===== config.mk =====
export PLATFORM = sky130hd
export DESIGN_NAME = btn_debounce
export DESIGN_NICKNAME = d
export VERILOG_FILES = /design/src/rtl/btn_debounce.sv
export SDC_FILE = /design/constraint.sdc
export NUM_CORES = 1
export LEC_CHECK = 0
export BUFFER_PORTS_ARGS = -buffer_cell sky130_fd_sc_hd__buf_2
export CORE_MARGIN = 3
export CORE_UTILIZATION = 60
export DETAILED_ROUTE_END_ITERATION = 10
export PLACE_DENSITY = 0.78
export SYNTH_ARGS = -nofsm -noshare
export SYNTH_HDL_FRONTEND = slang
export SYNTH_SLANG_ARGS = --single-unit
export TNS_END_PERCENT = 20

===== constraint.sdc =====
create_clock -name clk -period 4.11 [get_ports clk]
set_input_delay 0.411 -clock clk [delete_from_list [all_inputs] [get_ports clk]]
set_output_delay 0.411 -clock clk [all_outputs]
set_load 0.005 [all_outputs]

===== src/rtl/btn_debounce.sv =====
`default_nettype none
// ============================================================================
//  Module   : btn_debounce
//  Purpose  : Push-button conditioning ahead of the priority encoder.
//             Each channel has a 2-flop synchronizer and a saturating
//             stability counter. A new level is accepted only after
//             CNT_MAX consecutive synchronized samples disagree with the
//             current debounced level.
//  Options  : define BTN_DEBOUNCE_RISE_EN to make btn_rise a registered
//             one-cycle press strobe. Without it, btn_rise is tied to 0.
//  Revision : 1.0 - initial release
// ============================================================================
module btn_debounce #(
   parameter int N_BTN   = 4,
   parameter int CNT_MAX = 100000,
   parameter int CNT_W   = 17
) (
   input  logic             clk,
   input  logic             rst,
   input  logic [N_BTN-1:0] btn_raw,
   output logic [N_BTN-1:0] btn_db,
   output logic [N_BTN-1:0] btn_rise,
   output logic             btn_any
);

   // Last counter value before a differing level is accepted
   localparam logic [CNT_W-1:0] C_CNT_LAST = CNT_W'(CNT_MAX - 1);

   logic [N_BTN-1:0] r_sync1;
   logic [N_BTN-1:0] r_sync2;
   logic [N_BTN-1:0] r_db;
   logic             r_any;
   logic [N_BTN-1:0] w_db_next;

   // Two-stage metastability filter; nothing between the stages
   always_ff @(posedge clk or posedge rst) begin
      if (rst) begin
         r_sync1 <= '0;
         r_sync2 <= '0;
      end else begin
         r_sync1 <= btn_raw;
         r_sync2 <= r_sync1;
      end
   end

   for (genvar gi = 0; gi < N_BTN; gi++) begin : g_chan
      logic [CNT_W-1:0] r_cnt;
      logic [CNT_W-1:0] w_cnt_next;
      logic             w_lvl_next;

      // Count disagreeing samples; any agreement restarts the window
      always_comb begin
         w_lvl_next = r_db[gi];
         w_cnt_next = '0;
         if (r_sync2[gi] != r_db[gi]) begin
            if (r_cnt >= C_CNT_LAST) begin
               w_lvl_next = r_sync2[gi];
            end else begin
               w_cnt_next = r_cnt + CNT_W'(1);
            end
         end
      end

      // Per-channel stability counter
      always_ff @(posedge clk or posedge rst) begin
         if (rst) begin
            r_cnt <= '0;
         end else begin
            r_cnt <= w_cnt_next;
         end
      end

      assign w_db_next[gi] = w_lvl_next;
   end

   // Debounced levels and their OR, updated on the same edge
   always_ff @(posedge clk or posedge rst) begin
      if (rst) begin
         r_db  <= '0;
         r_any <= 1'b0;
      end else begin
         r_db  <= w_db_next;
         r_any <= |w_db_next;
      end
   end

   assign btn_db  = r_db;
   assign btn_any = r_any;

`ifdef BTN_DEBOUNCE_RISE_EN
   logic [N_BTN-1:0] r_rise;

   // Press strobe, high in the first cycle of a newly accepted 1
   always_ff @(posedge clk or posedge rst) begin
      if (rst) begin
         r_rise <= '0;
      end else begin
         r_rise <= w_db_next & ~r_db;
      end
   end

   assign btn_rise = r_rise;
`else
   assign btn_rise = '0;
`endif

endmodule
`default_nettype wire


==> results of run 1 <==
[cell families (layout without fill, tap and decap cells)]
family	count (synthesis)	in the layout
buffers and inverters	30	44
other	1	4
AND/OR/NAND/NOR	194	194
adder cells (fa/ha/maj)	4	4
XOR/XNOR	60	60
flip-flops	81	81
multiplexers	3	3
AO/OA/AOI/OAI	32	32
[per-stage QoR]
step,hold slack [ns],worst slack (ns),power (uW),instances
2_1_floorplan,0.3312,1.619,880.7,408
3_3_place_gp,0.3395,1.743,892.1,482
3_5_place_dp,0.3386,1.669,895.0,482
4_1_cts,0.1530,1.638,1515,497
5_1_grt,0.1534,1.479,1561,497
6_report,0.1695,1.629,1501,497
[critical path, cell delays in order, from the launching register on]
cell and delay (ns):
dfrtp_1 0.40, ha_1 0.25, a21oi_1 0.10, o311ai_4 0.33, a31oi_1 0.12, o21ai_1 0.95
nor2_1 0.17
[cell usage in the layout (no fill, tap or decap), types with 3 or more instances in the layout]
master	instances
inv_1	17
o21ai_1	4
buf_2	10
nor3_1	7
mux2i_1	3
a21oi_1	7
o21ai_0	7
dfrtp_1	81
and3_1	13
conb_1	4
a211o_1	4
ha_1	4
clkbuf_8	10
nand4_1	17
nand3_1	30
nor2_1	90
xnor2_1	34
nand2_1	25
a21boi_0	3
xor2_1	26
and2_1	5
[flip-flops by register name, indices dropped and copies added, names as in the netlist]
name,flops
btn_any,1
r_sync2,4
btn_db,4
r_sync1,4
g_chan.r_cnt,68
[cell type report]
cell class	instances	area [um2]	area share, %
multi-input cells	297	1757	41.69
clock inverters	3	65.06	1.544
flip-flops and latches	81	2027	48.10
repair buffers	11	57.56	1.366
inverters	18	68.82	1.633
well taps	75	93.84	2.227
clock buffers	12	145.1	3.444
[worst paths after layout]
check | start | to | cells after the start
setup / recovery | g_chan[2].r_cnt[0] | g_chan[2].r_cnt[14] | 6
hold / removal | btn_raw[3] | r_sync1[3] | 1
setup reg to reg | g_chan[2].r_cnt[0] | g_chan[2].r_cnt[14] | 6
hold reg to reg | r_sync1[2] | r_sync2[2] | 0
max in group asynchronous | rst | g_chan[3].r_cnt[0] | 3
min in group asynchronous | rst | g_chan[2].r_cnt[13] | 2
[metal layers]
layer,track usage [%],part of all wire (%)
met1,27.50,50
met2,30.81,45
met3,3.897,3.3
met4,9.065,1.6
met5,0,0
[power by group]
part	switching [uW]	leakage (uW)	total (uW)	internal (uW)
combinational	39.8	0.000695	54.6	14.8
sequential	13.3	0.00110	823	810
clock	268	0.000106	623	355
total	321	0.00190	1500	1180
==> results.md, run 1 <==
Worst setup path:
- The worst endpoint required time is 4.28 ns.
- The endpoint arrival time on the critical path is 2.66 ns.
- STA classifies the critical path endpoint as a flop.
- The type of origin of the critical path is a flop.
- In this run the worst path has a maximum fanout of 17.
- In this run the register-to-register setup slack is 1.63 ns.
- By startpoint and endpoint, the worst setup path is classified as reg -> reg.

Logic synthesis:
- After synthesis, the share of flip-flops with an asynchronous set or reset is 100.0%.
- The fraction of synthesized area in multiplexers is 0.7692%.
- The dominant combinational cell family by area after synthesis is simple AND/OR/NAND/NOR gates.
- The most used flip-flop cell after synthesis is dfrtp_1.
- Of the total synthesized cell area, the portion taken by full adders, half adders and majority gates is 1.282%.
- The number of synthesized flops with an enable pin is 0.
- After Yosys synthesis, XOR and XNOR cells account for 13.46% of the synthesized area.
- The compound-gate portion of the synthesized area is 5.833%.
- Counting distinct cell types in the post-synthesis netlist gives 33.
- The synthesized netlist occupies a cell area of 3904 um2.
- The cell type contributing the most total cell area after synthesis is dfrtp_1.
- The total number of yosys warnings is 0.
- The number of synthesized register bits is 81.
- The mean cell area of the mapped netlist is 9.639 um2.
- The fraction of the mapped netlist area in simple logic gates is 23.27%.
- The sequential cell area fraction in the yosys report is 51.92%.
- Ranked by instance count, the synthesized netlist is headed by nor2_1 (90), dfrtp_1 (81), xnor2_1 (34).
- The top-area cell type share of the netlist area is 51.92%.
- Synthesis produced a netlist whose cell count is 405.
- The leading cell type by number of instances after synthesis is nor2_1.
- After synthesis, the cell types taking the most area are dfrtp_1 (52%), nor2_1 (8.7%), xnor2_1 (7.6%).

Die:
- After floorplanning, the core was divided into 28 placement rows.
- The number of primary I/O pins is 15.
- The die is 86.66 um wide.
- The die outline area is 7510 um2.
- The floorplan step set the die height to 86.66 um.
- The area inside the core boundary is 6096 um2.
- For this configuration, the core starts out at a cell density of 64.04%.

GRT:
- The number of global-route vias before repair is 2654.
- Entering global routing, the biggest net connects 60 pins.
- The first global-routing pass estimated 11.89 mm of wire.
- For this run, the total global-route usage over all layers was measured as 19.99%.
- For this run the aggregate overflow at the end of global routing stands at 0.
- The initial antenna violation count is 0.

Detailed routing:
- The final wirelength is 6.674 mm.
- For this block, the via count after detailed routing is 2725.
- After the first detailed-routing iteration, the DRC count stood at 131.
- Dividing the detail-routed via count by the number of cells gives 5.483.
- The routed length per placed instance is 13.43 um.
- The DRC violation count after routing is 0.
- The first-pass iteration count of the detailed router is 4.
- The detail route stage leaves a number of antenna-violating nets equal to 0.

Clock tree:
- CTS built an H-tree with a depth of 3.
- The number of cells upsized or downsized after cts is 0.
- The CTS tree is yes.
- The maximum count of clock buffers along a single path is 2.
- The clock drives 81 sinks.
- Clock-pin slew was measured on the worst setup and hold paths at 0.08 ns.
- TritonCTS created 9 clock buffers.
- The clock root buffer is clkbuf_8.
- The hold-fix buffer count after cts is 0.
- Clock latency on the worst-skew pair, taken at its later pin, is 0.35 ns.
- The total setup buffers inserted after CTS is 0.

STA:
- The maximum clock frequency is 403.0 MHz.
- Setup repair after global routing left no endpoint under its margin.
- For the pin with the worst max-slew slack, the measured transition is 1.214 ns.
- The final hold violation count came to 0.
- On the final layout, the worst clock skew is 0.008784 ns.
- The setup TNS is 0 ns.
- After layout, the worst path uses 60.37% of the clock period.
- The clock period minus final worst setup slack is 2.481 ns.
- The max-slew violation total from the final report is 0.
- Setup violations remaining at the end of the flow were counted as 0.
- Headroom to the max-slew limit came out at 18.51%.

Placement:
- The placed instances occupy a cell area of 4004 um2.
- Summed over all nets, the half-perimeter wirelength after detailed placement is 4.507 mm.
- The congestion estimate from routability-driven global placement came to 0.8473.
- The quantity of I/O buffers inserted on ports is 10.

Job:
- The max-cap check violation count is 0.

Power and ir drop:
- IR analysis of the VDD net gives a maximum drop of 0.2342 mV.
- The leakage dissipation is 0.001905 uW.
- For this design the ratio of total power to cell area is 356.2 nW/um2.

Worst hold path:
- The type of the most critical hold path is in -> reg.

Layout:
- The share of the core filled with cells is 69.13%.
- Compared with the post-synthesis result, the final layout area differs by 7.949%.
- The antenna diode instance count is 0.
- After routing the design area is 4214 um2.
- Of the cells placed in the final design, the portion with a size suffix greater than 1 is 7.583%.
- The number of filler cells placed in the layout is 479.
- The net count of the finished layout is 428.

Status:
- The flow ran to the end, and the final reports show no timing, DRC or antenna violations.
No activity file was read; power rests on OpenSTA's default activity.
==> inputs of run 2 (changes only) <==
==> constraint.sdc (replaced) <==
create_clock -name clk -period 2.4 [get_ports clk]
set_input_delay 0.24 -clock clk [delete_from_list [all_inputs] [get_ports clk]]
set_output_delay 0.24 -clock clk [all_outputs]
set_load 0.005 [all_outputs]
==> run 2 against run 1 <==
  * Register-to-register slack worse by 1.3 ns
  * Sequential power is 71% higher
  * Highest routed layer unchanged
  * Critical endpoint is now btn_any
  * Global-route usage hardly changed
  * Flip-flop and latch count stayed put
  * Largest power group unchanged
  * Clock-buffer cell count is 2 higher
==> results.md, run 2 (synthesis gave the netlist of run 1 again) <==
STA:
- The maximum clock frequency came to 478.7 MHz (+19%).
- The relative max-transition margin came to 53.70% (+35 points).
- The final hold violation count came to 0 (unchanged).
- The measured slew at the worst slew-check pin came to 0.6944 ns (-0.5198 ns).
- The clock period minus final worst setup slack is 2.089 ns (-0.3924 ns).
- The post-route fraction of the period consumed by the critical path is 87.03% (+27 points).
- The max-slew violation total from the final report is 0 (unchanged).
- The setup TNS was 0 ns (unchanged).
- Setup repair after global routing left no endpoint under its margin.
- The final worst-path setup slack is 0.3112 ns (-1.318 ns).
- The final setup skew is 0.008268 ns (-0.0005153 ns).
- The final setup violation count is 0 (unchanged).

Detailed routing:
- The final wirelength is 6.624 mm (-0.75%).
- The number of vias per cell is 5.480 (about the same).
- The DRC violation count after routing was 0 (unchanged).
- The first-pass iteration count of the detailed router is 4 (unchanged).
- The number of design-rule violations left by the first detailed-router iteration is 98 (-25%).
- The post-detailed-route count of antenna-violating nets was 0 (unchanged).
- The routed length per placed instance came to 13.09 um (-2.5%).
- The total vias in the final route is 2773 (+1.8%).

Layout:
- The antenna diode instance count is 0 (unchanged).
- More flip-flops sit in one register than any other, and that register is g_chan.r_cnt.
- The share of the core filled with cells was 70.55% (+1.4 points).
- The top cell types in the final layout, fill and taps aside, are nor2_1 (90), dfrtp_1 (81), xnor2_1 (34), nand3_1 (30), xor2_1 (26).
- The count of nets after finishing is 436 (+1.9%).
- The layout cell share with drive strength beyond 1 is 8.585% (+1.0 points).
- The flip-flop count of the largest register, all copies and words added is 68 (unchanged).
- The final standard cell count with taps included and fillers excluded was 506 (+1.8%).
- The most frequent standard cell in the layout excluding fill and tap cells is nor2_1.
- The area growth from synthesis to layout is 10.16%.

GRT:
- The number of global-route vias before repair was 2791 (+5.2%).
- The total global-route track usage is 20.00% (about the same).
- The total grt overflow is 0 (unchanged).
- The largest net degree at the start of global routing is 53 (-12%).
- The initial antenna violation count is 0 (unchanged).
- The first-pass GRT wire length is 11.89 mm (unchanged).

Clock tree:
- The CTS tree is yes.
- The clock slew at the register clock pins of the worst setup and hold paths is 0.08 ns (about the same).
- The clock root buffer is clkbuf_8.
- The number of sinks driven by the clock tree came to 81 (unchanged).
- The total number of H-tree levels came to 3 (unchanged).
- The number of buffers created by CTS was 9 (unchanged).
- The insertion delay to the later sink of the worst-skew pair is 0.35 ns (about the same).
- The maximum count of clock buffers along a single path is 2 (unchanged).

Power and ir drop:
- The leakage dissipation is 0.001946 uW (+2.2%).
- The worst voltage drop across the vdd grid was 0.4383 mV (+87%).
- The power density of the placed cells is 587.4 nW/um2 (+65%).

Placement:
- The sum of net half-perimeters after detailed placement is 4.609 mm (+2.3%).
- The routability congestion estimate is 0.8456 (-0.20%).
- The cell count after placement is 485 (+0.62%).
- The worst setup timing slack at the placement stage came to 0.08765 ns (-1.582 ns).
- The quantity of I/O buffers inserted on ports is 10 (unchanged).

Worst setup path:
- The setup path with the least slack is of type reg -> reg.
- The worst setup path is launched from a flop.
- The worst endpoint required time is 2.62 ns (-1.66 ns).
- The endpoint arrival time on the critical path is 2.31 ns (-0.35 ns).
- STA classifies the critical path endpoint as a flop.
- The highest net fanout along the worst path is 7 (-10).

Job:
- The max-cap check violation count was 0 (unchanged).

Die:
- The width of the die was 86.66 um (unchanged).
- The die outline area is 7510 um2 (unchanged).
- The starting density of the core came to 64.04% (unchanged).
- The die extent in y was 86.66 um (unchanged).
- The number of primary I/O pins is 15 (unchanged).
- The area inside the core boundary is 6096 um2 (unchanged).
- The count of standard-cell rows is 28 (unchanged).

Worst hold path:
- The type of the most critical hold path is reg -> reg.

Status:
- The run finished with clean final reports.
==> run 2: repair_timing <==
action	4_1_cts	5_1_grt
resized for setup	0	1
setup endpoints to repair	0	17
hold buffers	5	0
buffers inserted	0	0
hold endpoints to repair	33	0
==> run 2: per-stage QoR <==
step                      instance area, um2  hold slack [ns]  total power (uW)
after CTS                               4297           0.3646              2563
after global routing                    4300           0.3679              2636
after global placement                  4039           0.2824              1533
after detailed placement                4039           0.2953              1538
final                                   4300           0.3564              2526
after floorplan                         3915           0.2714              1508
==> run 2: metal layers <==
| layer | up-vias | GRT usage [%] | part of all wire [%] |
|---|---|---|---|
| met1 | 1335 | 25.91 | 48 |
| met3 | 12 | 4.658 | 2.8 |
| met4 | 0 | 8.499 | 1.9 |
| met2 | 40 | 32.34 | 47 |
| li1 | 1386 | - | - |
| met5 | - | 0 | 0 |
==> run 2: power by group <==
part	internal, uW	switching (uW)
Combinational	36.1	69.8
Clock	565	445
Sequential	1390	21.9
Total	1990	537
==> run 2: final timing paths <==
path | from | endpoint | slack, ns | depth (start not counted)
setup / recovery | g_chan[0].r_cnt[0] | btn_any | 0.31 | 6
hold / removal | r_sync1[3] | r_sync2[3] | 0.36 | 0
setup reg to reg | g_chan[0].r_cnt[0] | btn_any | 0.31 | 6
hold reg to reg | r_sync1[3] | r_sync2[3] | 0.36 | 0
max in group asynchronous | rst | g_chan[3].r_cnt[8] | 1.31 | 4
min in group asynchronous | rst | g_chan[2].r_cnt[11] | 0.46 | 3
==> run 2: cell type report <==
class	count	area [um2]
Clock buffer	14	172.7
Clock inverter	2	35.03
Fill cell	455	1795
Inverter	18	68.82
Multi-Input combinational cell	297	1760
Sequential cell	81	2027
Tap cell	75	93.84
Timing Repair Buffer	19	142.6
==> run 2: worst max-delay path, cell delays in order, from the launching register on <==
cell and delay (ns):
dfrtp_1 0.44, ha_1 0.30, a21oi_1 0.18, o211ai_2 0.13, mux2i_1 0.15, a211o_1 0.29, or4_1 0.47
